## config.mk

```make
export PLATFORM = sky130hd
export DESIGN_NAME = nq_sequencer
export DESIGN_NICKNAME = d
export VERILOG_FILES = /design/src/rtl/nq_pkg.sv /design/src/rtl/nq_cond_eval.sv /design/src/rtl/nq_sequencer.sv
export SDC_FILE = /design/constraint.sdc
export NUM_CORES = 1
export LEC_CHECK = 0
export CORE_MARGIN = 10
export CORE_UTILIZATION = 36
export DETAILED_ROUTE_END_ITERATION = 8
export GPL_TIMING_DRIVEN = 0
export PLACE_DENSITY = 0.77
export SYNTH_ARGS = -nofsm -noshare
export SYNTH_HDL_FRONTEND = slang
export SYNTH_SLANG_ARGS = --single-unit
```

## constraint.sdc

```tcl
create_clock -name clk -period 1.7 [get_ports clk]
set_input_delay 0.17 -clock clk [delete_from_list [all_inputs] [get_ports clk]]
set_output_delay 0.17 -clock clk [all_outputs]
set_load 0.01 [all_outputs]
```

## src/rtl/nq_pkg.sv

```systemverilog
// Shared definitions for the nqcpu control path: sequencer state encoding,
// set-condition bit positions, the NOP opcode and the ALU opcode map.
package nq_pkg;

    typedef enum logic [2:0] {
        ST_FETCH  = 3'd0,
        ST_DECODE = 3'd1,
        ST_MEM    = 3'd2,
        ST_WB     = 3'd3,
        ST_FAULT  = 3'd4
    } nq_state_e;

    // dec_set_cond = {enable, Z-dontcare, S-dontcare, Z-required, S-required}
    localparam int SC_EN    = 4;
    localparam int SC_Z_DC  = 3;
    localparam int SC_S_DC  = 2;
    localparam int SC_Z_REQ = 1;
    localparam int SC_S_REQ = 0;

    localparam logic [15:0] NOP_INSTR = 16'hF000;

    localparam logic [3:0] ALU_OP_ADD = 4'h0;
    localparam logic [3:0] ALU_OP_SUB = 4'h1;
    localparam logic [3:0] ALU_OP_AND = 4'h2;
    localparam logic [3:0] ALU_OP_OR  = 4'h3;
    localparam logic [3:0] ALU_OP_XOR = 4'h4;
    localparam logic [3:0] ALU_OP_SHL = 4'h5;
    localparam logic [3:0] ALU_OP_SHR = 4'h6;
    localparam logic [3:0] ALU_OP_MOV = 4'h7;

    function automatic logic [2:0] mem_strobe_count(input logic rb, input logic rw,
                                                    input logic wb, input logic ww);
        return {2'b00, rb} + {2'b00, rw} + {2'b00, wb} + {2'b00, ww};
    endfunction

endpackage

```

## src/rtl/nq_cond_eval.sv

```systemverilog
// Combinational commit decision: the instruction's results are kept only when
// the set-condition is enabled and each non-dontcare flag matches.
module nq_cond_eval
    import nq_pkg::*;
(
    input  logic [4:0] set_cond,
    input  logic       flag_z,
    input  logic       flag_s,
    output logic       commit
);

    assign commit = set_cond[SC_EN]
                  & (set_cond[SC_Z_DC] | (flag_z == set_cond[SC_Z_REQ]))
                  & (set_cond[SC_S_DC] | (flag_s == set_cond[SC_S_REQ]));

endmodule

```

## src/rtl/nq_sequencer.sv

```systemverilog
// Multi-cycle FETCH/DECODE/MEM/WB sequencer for nqcpu: owns the shared memory
// port, the instruction register, the PC, the load data register and the write strobes.
module nq_sequencer
    import nq_pkg::*;
#(
    parameter logic [15:0] RESET_PC    = 16'h0000,
    parameter int unsigned MEM_TIMEOUT = 255
) (
    input  logic        clk,
    input  logic        reset,
    output logic [15:0] instr,
    output logic [15:0] pc,
    input  logic        dec_mem_read_b,
    input  logic        dec_mem_read_w,
    input  logic        dec_mem_write_b,
    input  logic        dec_mem_write_w,
    input  logic        dec_alu_dest,
    input  logic        dec_reg_set_h,
    input  logic        dec_reg_set_l,
    input  logic [4:0]  dec_set_cond,
    input  logic        flag_z,
    input  logic        flag_s,
    input  logic [15:0] data_addr,
    input  logic [15:0] data_wdata,
    output logic        mem_req,
    output logic        mem_we,
    output logic        mem_word,
    output logic [15:0] mem_addr,
    output logic [15:0] mem_wdata,
    input  logic [15:0] mem_rdata,
    input  logic        mem_ready,
    output logic [15:0] mdr,
    output logic        reg_we_h,
    output logic        reg_we_l,
    output logic        pc_we,
    output logic        flags_we,
    output logic        fault,
    output nq_state_e   dbg_state
);

    // Memory handshake: mem_req and every mem_* output stay constant from the
    // cycle mem_req rises until the cycle mem_ready is seen; that same cycle
    // completes the access and mem_req is low in the following cycle.

    localparam logic [7:0] TIMEOUT_LAST = 8'(MEM_TIMEOUT - 1);

    nq_state_e   state_q, state_d;
    logic [15:0] pc_q, pc_d;
    logic [15:0] instr_q, instr_d;
    logic [15:0] mdr_q, mdr_d;
    logic [7:0]  cnt_q, cnt_d;

    logic [2:0] n_mem;
    logic       acc_write, acc_word, misaligned, timed_out, commit;

    nq_cond_eval u_cond_eval (
        .set_cond (dec_set_cond),
        .flag_z   (flag_z),
        .flag_s   (flag_s),
        .commit   (commit)
    );

    assign n_mem      = mem_strobe_count(dec_mem_read_b, dec_mem_read_w,
                                         dec_mem_write_b, dec_mem_write_w);
    assign acc_write  = dec_mem_write_b | dec_mem_write_w;
    assign acc_word   = dec_mem_read_w | dec_mem_write_w;
    assign misaligned = acc_word & data_addr[0];
    assign timed_out  = (cnt_q == TIMEOUT_LAST);

    always_ff @(posedge clk) begin
        if (reset) begin
            state_q <= ST_FETCH;
            pc_q    <= RESET_PC;
            instr_q <= NOP_INSTR;
            mdr_q   <= 16'h0000;
            cnt_q   <= 8'h00;
        end else begin
            state_q <= state_d;
            pc_q    <= pc_d;
            instr_q <= instr_d;
            mdr_q   <= mdr_d;
            cnt_q   <= cnt_d;
        end
    end

    always_comb begin
        state_d  = state_q;
        pc_d     = pc_q;
        instr_d  = instr_q;
        mdr_d    = mdr_q;
        cnt_d    = cnt_q;
        mem_req  = 1'b0;
        mem_we   = 1'b0;
        mem_word = 1'b0;
        mem_addr = pc_q;
        reg_we_h = 1'b0;
        reg_we_l = 1'b0;
        pc_we    = 1'b0;
        flags_we = 1'b0;

        unique case (state_q)
            ST_FETCH: begin
                mem_req  = 1'b1;
                mem_word = 1'b1;
                if (mem_ready) begin
                    instr_d = mem_rdata;
                    pc_d    = pc_q + 16'd2;
                    state_d = ST_DECODE;
                end else if (timed_out) begin
                    state_d = ST_FAULT;
                end else begin
                    cnt_d = cnt_q + 8'd1;
                end
            end
            ST_DECODE: begin
                cnt_d = 8'h00;
                if (n_mem > 3'd1)       state_d = ST_FAULT;
                else if (n_mem == 3'd1) state_d = ST_MEM;
                else                    state_d = ST_WB;
            end
            ST_MEM: begin
                mem_addr = data_addr;
                if (misaligned) begin
                    state_d = ST_FAULT;
                end else begin
                    mem_req  = 1'b1;
                    mem_we   = acc_write;
                    mem_word = acc_word;
                    if (mem_ready) begin
                        if (!acc_write)
                            mdr_d = acc_word ? mem_rdata : {mem_rdata[7:0], mem_rdata[7:0]};
                        state_d = ST_WB;
                    end else if (timed_out) begin
                        state_d = ST_FAULT;
                    end else begin
                        cnt_d = cnt_q + 8'd1;
                    end
                end
            end
            ST_WB: begin
                reg_we_h = commit & ~dec_alu_dest & dec_reg_set_h;
                reg_we_l = commit & ~dec_alu_dest & dec_reg_set_l;
                pc_we    = commit & dec_alu_dest;
                flags_we = commit & ~dec_alu_dest;
                cnt_d    = 8'h00;
                state_d  = ST_FETCH;
            end
            default: state_d = ST_FAULT;
        endcase

        // Reset aborts any access in the cycle it is seen.
        if (reset) begin
            mem_req  = 1'b0;
            mem_we   = 1'b0;
            reg_we_h = 1'b0;
            reg_we_l = 1'b0;
            pc_we    = 1'b0;
            flags_we = 1'b0;
        end
    end

    assign instr     = instr_q;
    assign pc        = pc_q;
    assign mdr       = mdr_q;
    assign mem_wdata = data_wdata;
    assign fault     = (state_q == ST_FAULT);
    assign dbg_state = state_q;

endmodule

```

* Word-level counts from Yosys, hierarchy flattened *
Cells that the tools add are included.

word-level totals
  input bits = 65
  output and inout bits = 91
  flip-flop bits (word level) = 59
  logic and storage cells = 69

cells by class
  $add $sub $neg = 5
  mux-type cells = 29
  equal/unequal tests = 9
  reductions and logical operators = 6
  magnitude comparators = 1
  bitwise gates (word level) = 14

operators by type and width
  kind                   number
  $mux 16                2
  $mux 8                 3
  $pmux 8 s3             1
  $add 16x2->16 const B  1
  $mux 1                 15
  $mux 3                 5
  $pmux 3 s4             1
  $add 8x1->8 const B    1
  $eq 8x8->1 const B     1
  $and 1x1->1            7
  $eq 3x1->1 const B     2
  $eq 3x2->1 const B     2
  $or 1x1->1             4
  $pmux 1 s2             2
  $reduce_and 2->1       2
  $reduce_and 4->1       1
  $add 2x1->3            1
  $add 3x1->3            1
  $eq 3x3->1 const B     1
  $gt 3x1->1 const B     1
  $logic_not 3->1        1
  $not 1->1              3
  $reduce_bool 3->1      1
  $add 1x1->2            1
  other kinds (3)        4

* Logic depth before layout (Yosys ltp) *
  word-level depth = 8
  mapped depth = 11
  depth with buffers taken out = 10

* By module *
A second synthesis with hierarchy kept.

second synthesis, totals
  cells, all modules = 377
  area total of the unflattened synthesis = 2986.6 sq um

modules (own cells, without submodules)
  module        times used  seq. area each (sq um)  area an instance (sq um)  cells each
  nq_sequencer  1           1161.1                  2957.8                    374
  nq_cond_eval  1           0.0                     28.8                      3

* Worst setup path before layout *
OpenSTA, ideal clock, no wires.

  kind = input-to-reg
  start = in dec_mem_read_w
  end = reg state_q[0], in the netlist dbg_state[0]
  arrival time = 1.744 ns
  stages on the path = 11
  library setup time = 0.130 ns
  buffers on the path = 1
  slack = -0.174 ns
  required time = 1.570 ns
  cells stage by stage = clkbuf_1 > inv_1 > fa_1 > inv_1 > ha_1 > inv_1 > ha_1 > nor2_1 > nand2_1 > a22oi_1 > nor3_1

on the way
  cells in the longest elaborated chain, start to end = 7
  elaborated cells on any way between the ends = 11
  classes of those cells = 3 x add/sub; 1 x order compare; 1 x eq/ne; 4 x mux; 2 x bitwise

ends and longest elaborated chain
  element                                              RTL line             text
  start, declared                                      nq_sequencer.sv:14   input logic dec_mem_read_w,
  branches (longest 6 deep; another with $add 2x1->3)  n/a
  $pmux 3 s4 *                                         nq_sequencer.sv:101  unique case (state_q)
  end signal, assigned                                 nq_sequencer.sv:78   state_q <= state_d;
  end, declared                                        nq_sequencer.sv:47   nq_state_e state_q, state_d;

Mark *: on every way between the ends.
A chain may end at the register's enable or synchronous reset.

* Worst setup path in the final report *
  start = reg state_q[1], in the netlist dbg_state[1]
  end = reg pc_q[10], in the netlist pc[10]

on the way
  cells in the longest elaborated chain, start to end = 2

ends and longest elaborated chain
  element                     RTL line             text
  $logic_not 3->1             nq_sequencer.sv:101
  $reduce_and 2->1 (no line)  n/a
  end signal, assigned        nq_sequencer.sv:79   pc_q <= pc_d;
  end, declared               nq_sequencer.sv:48   logic [15:0] pc_q, pc_d;

Every way passes these cells.

==> metrics.csv <==
stage;metric;value;unit
detailed_routing;post_drt_wl_per_cell;17.7;µm
detailed_routing;dr.first_iter.drc_count;203;
logic_synthesis;ys_warn_count;0;
logic_synthesis;syn_inst;371;
placement;portBuffers;138;
sta;rsz0062_at_grt;true;
logic_synthesis;synth.yosys.seq_area_share;39.0;%
detailed_routing;drc;0;
final_layout;layout.nets;620;
sta;worst_slew_pin_slew;0.627;ns
logic_synthesis;netlist_area;2980;µm²
critical_path;cp_slowest_stage_delay;0.32;ns
logic_synthesis;synth_top_cell_area_share;39.0;%
final_layout;final.fill_count;595;
logic_synthesis;synth.distinct_cells;44;
detailed_routing;viasPerCell;5.29;
logic_synthesis;synth_seq_cells;58;
final_layout;seq_area;1170;µm²
final_layout;n_antenna_cell;0;
floorplan;die_w;111;µm
worst_hold_path;hold_path_depth;4;
critical_path;crit_path_cell_trace;buf_6, buf_4, buf_12, nor4b_4, buf_4, buf_12, buf_8, nand2_8, or3_1, a21oi_1;
sta;setup_viol;50;
flow_run;drv_cap;0;
critical_path;crit_type;reg2reg;
final_layout;finalNonFillerCells;658;
status;status;finished, violations left;
logic_synthesis;synth_ff_type;dfxtp_1;
cts;htreeDepth;3;
floorplan;die_height;111;µm
final_layout;design_area;5400;µm²
global_route;antenna_found_initial;0;
sta;layout_setup_ws;-0.188;ns
global_route;grt_pass1_vias;3607;
placement;placedCellCount;614;
floorplan;start_util;36.6;%
placement;dp_slack;-0.871;ns
global_route;overflow;0;
critical_path;crit_path_end_kind;flop;
status;violations;setup timing;
worst_hold_path;min_from;dec_mem_read_w;
critical_path;critPathLaunchType;flop;
floorplan;die_area;12300;µm²
placement;dp_hpwl;8.35;mm
floorplan;coreArea;8130;µm²
worst_hold_path;hold_end;mdr[12];
critical_path;critical_path.max_fanout;7;
power;p_leak;0.00205;µW
cts;numCtsBuffers;9;
logic_synthesis;synth_edf_count;0;
logic_synthesis;synth_area_leaders;dfxtp_1, nand2_1, a21oi_1;
critical_path;crit_start;dbg_state[1];
final_layout;multi_input_area;1850;µm²
detailed_routing;ant_nets;0;
critical_path;rr_startpoint;dbg_state[1];
final_layout;final_layout_size_suffix_gt1_share;29.3;%
sta;finalHoldViolCount;0;
critical_path;arrival;2.15;ns
final_layout;finish.utilization;66.4;%
sta;drv_slew;0;
critical_path;r2r_cells;10;
cts;cts_root_buf;clkbuf_8;
power;ir_drop;0.000440;V
critical_path;required;1.96;ns
floorplan;placementRows;33;
sta;layout_min_cycle_time;1.89;ns
logic_synthesis;yosysTopAreaCell;dfxtp_1;
placement;placed_area;4540;µm²
critical_path;setup.reg_to_reg.worst_slack;-0.19;ns
global_route;grt_max_degree;11;
sta;finalCritPeriodShare;111;%
global_route;gr-usage-all-layers;17.7;%
critical_path;crit_slowest_cell;dfxtp_2;
detailed_routing;routed_wl;11.7;mm
cts;cts_tree;done;
sta;slew_headroom;58.2;%
final_layout;syn_to_final_growth;81.4;%
sta;fin_skew;0.00724;ns
cts;clkSinkCount;58;
cts;clock_path_buffers;2;
sta;fmax;530;MHz
floorplan;ios;156;
power;p_per_area;705;nW/µm²
worst_hold_path;hold_path_class;in2reg;
logic_synthesis;avgSynthCellArea;8.02;µm²
logic_synthesis;async_reset_ff_share;0;%
placement;gp_congestion;0.861;
detailed_routing;drtPass1Iterations;7;
logic_synthesis;synth_top_cells_by_count;nand2_1, dfxtp_1, a21oi_1;
cts;cts.clk_slew.worst_paths;0.07;ns
power;power;3800;µW
detailed_routing;vias;3478;
cts;cts-hold-fix-buffers;0;
cts;insertion_delay;0.34;ns
logic_synthesis;synth.most_common_cell;nand2_1;
critical_path;rr_endpoint;pc[10];
logic_synthesis;syn-num-nets;443;
global_route;grt_pass1_wl;18.3;mm
==> metal layers <==
metal  up-vias  routed length, µm  track usage [%]  share of wire (%)
met5         -                  0                0                  0
met4         0                240             6.77                2.1
met3        26               1090             6.87                9.4
met2       191               5730             30.0                 49
met1      1620               4600             19.6                 39
li1       1641                  -                -                  -
==> critical path, delay by kind of cell (launching register included) <==
family | cells | cell delay, ns
AND/OR/NAND/NOR | 3 | 0.58
flip-flops | 1 | 0.32
AO/OA/AOI/OAI | 1 | 0.13
buffers and inverters | 6 | 0.77
==> layout make-up <==
class / instances / share of cell area, %
Inverter: 9 / 0.626
Clock inverter: 4 / 0.927
Timing Repair Buffer: 169 / 31.8
Multi-Input combinational cell: 265 / 34.2
Tap cell: 105 / 2.43
Buffer: 36 / 5.45
Sequential cell: 58 / 21.7
Clock buffer: 12 / 2.87
==> power breakdown <==
| part | leakage, µW | switching [µW] | internal, µW |
|---|---|---|---|
| combinational | 0.00148 | 445 | 586 |
| clock | 0.0000986 | 549 | 754 |
| sequential | 0.000473 | 51.0 | 1420 |
==> worst max-delay path by stage <==
stage | to | depth (start not counted)
CTS | mem_addr[13] | 6
detailed placement | dbg_state[1] | 11
finish | pc[10] | 10
floorplan | dbg_state[0] | 11
global route | mem_addr[1] | 6
global placement | dbg_state[0] | 11
==> cells by family after synthesis <==
family                     after synthesis  share of synthesized area, %
adders and majority gates                7                          3.20
AOI/OAI and AO/OA                       77                          15.6
and+or+nand+nor                        156                          25.4
buffers and inverters                   48                          8.41
xor gates and xnor gates                 9                          2.65
DFF                                     58                          39.0
muxes                                   15                          5.63
other                                    1                         0.126
==> through the flow <==
step | TNS, ns | hold slack (ns)
2_1_floorplan | -0.0523 | 0.294
3_3_place_gp | -26.66 | 0.442
3_5_place_dp | -29.20 | 0.449
4_1_cts | -6.00 | 0.280
5_1_grt | -9.71 | 0.328
6_report | -5.82 | 0.308
==> what timing repair did <==
item	CTS	global route
gates resized for setup	189	54
pin swaps	16	13
endpoints found under the setup margin	77	72
setup buffers	20	10
hold endpoints to repair	0	0
cloned	2	0
==> cells in the final DEF, fill, tap and decap left out, drive strengths merged, types with 9 or more instances in the layout <==
cell type	n
or3	9
a21oi	34
mux2	14
nand2	68
dfxtp	58
nor2	22
buf	80
nand3	19
clkbuf	24
o21ai	18
clkdlybuf4s50	111
inv	9
==> registers in the layout, indices dropped and copies added (netlist names) <==
name	flops
instr	16
mdr	16
pc	15
cnt_q	8
dbg_state	3
(Power assumes the default switching activity.)
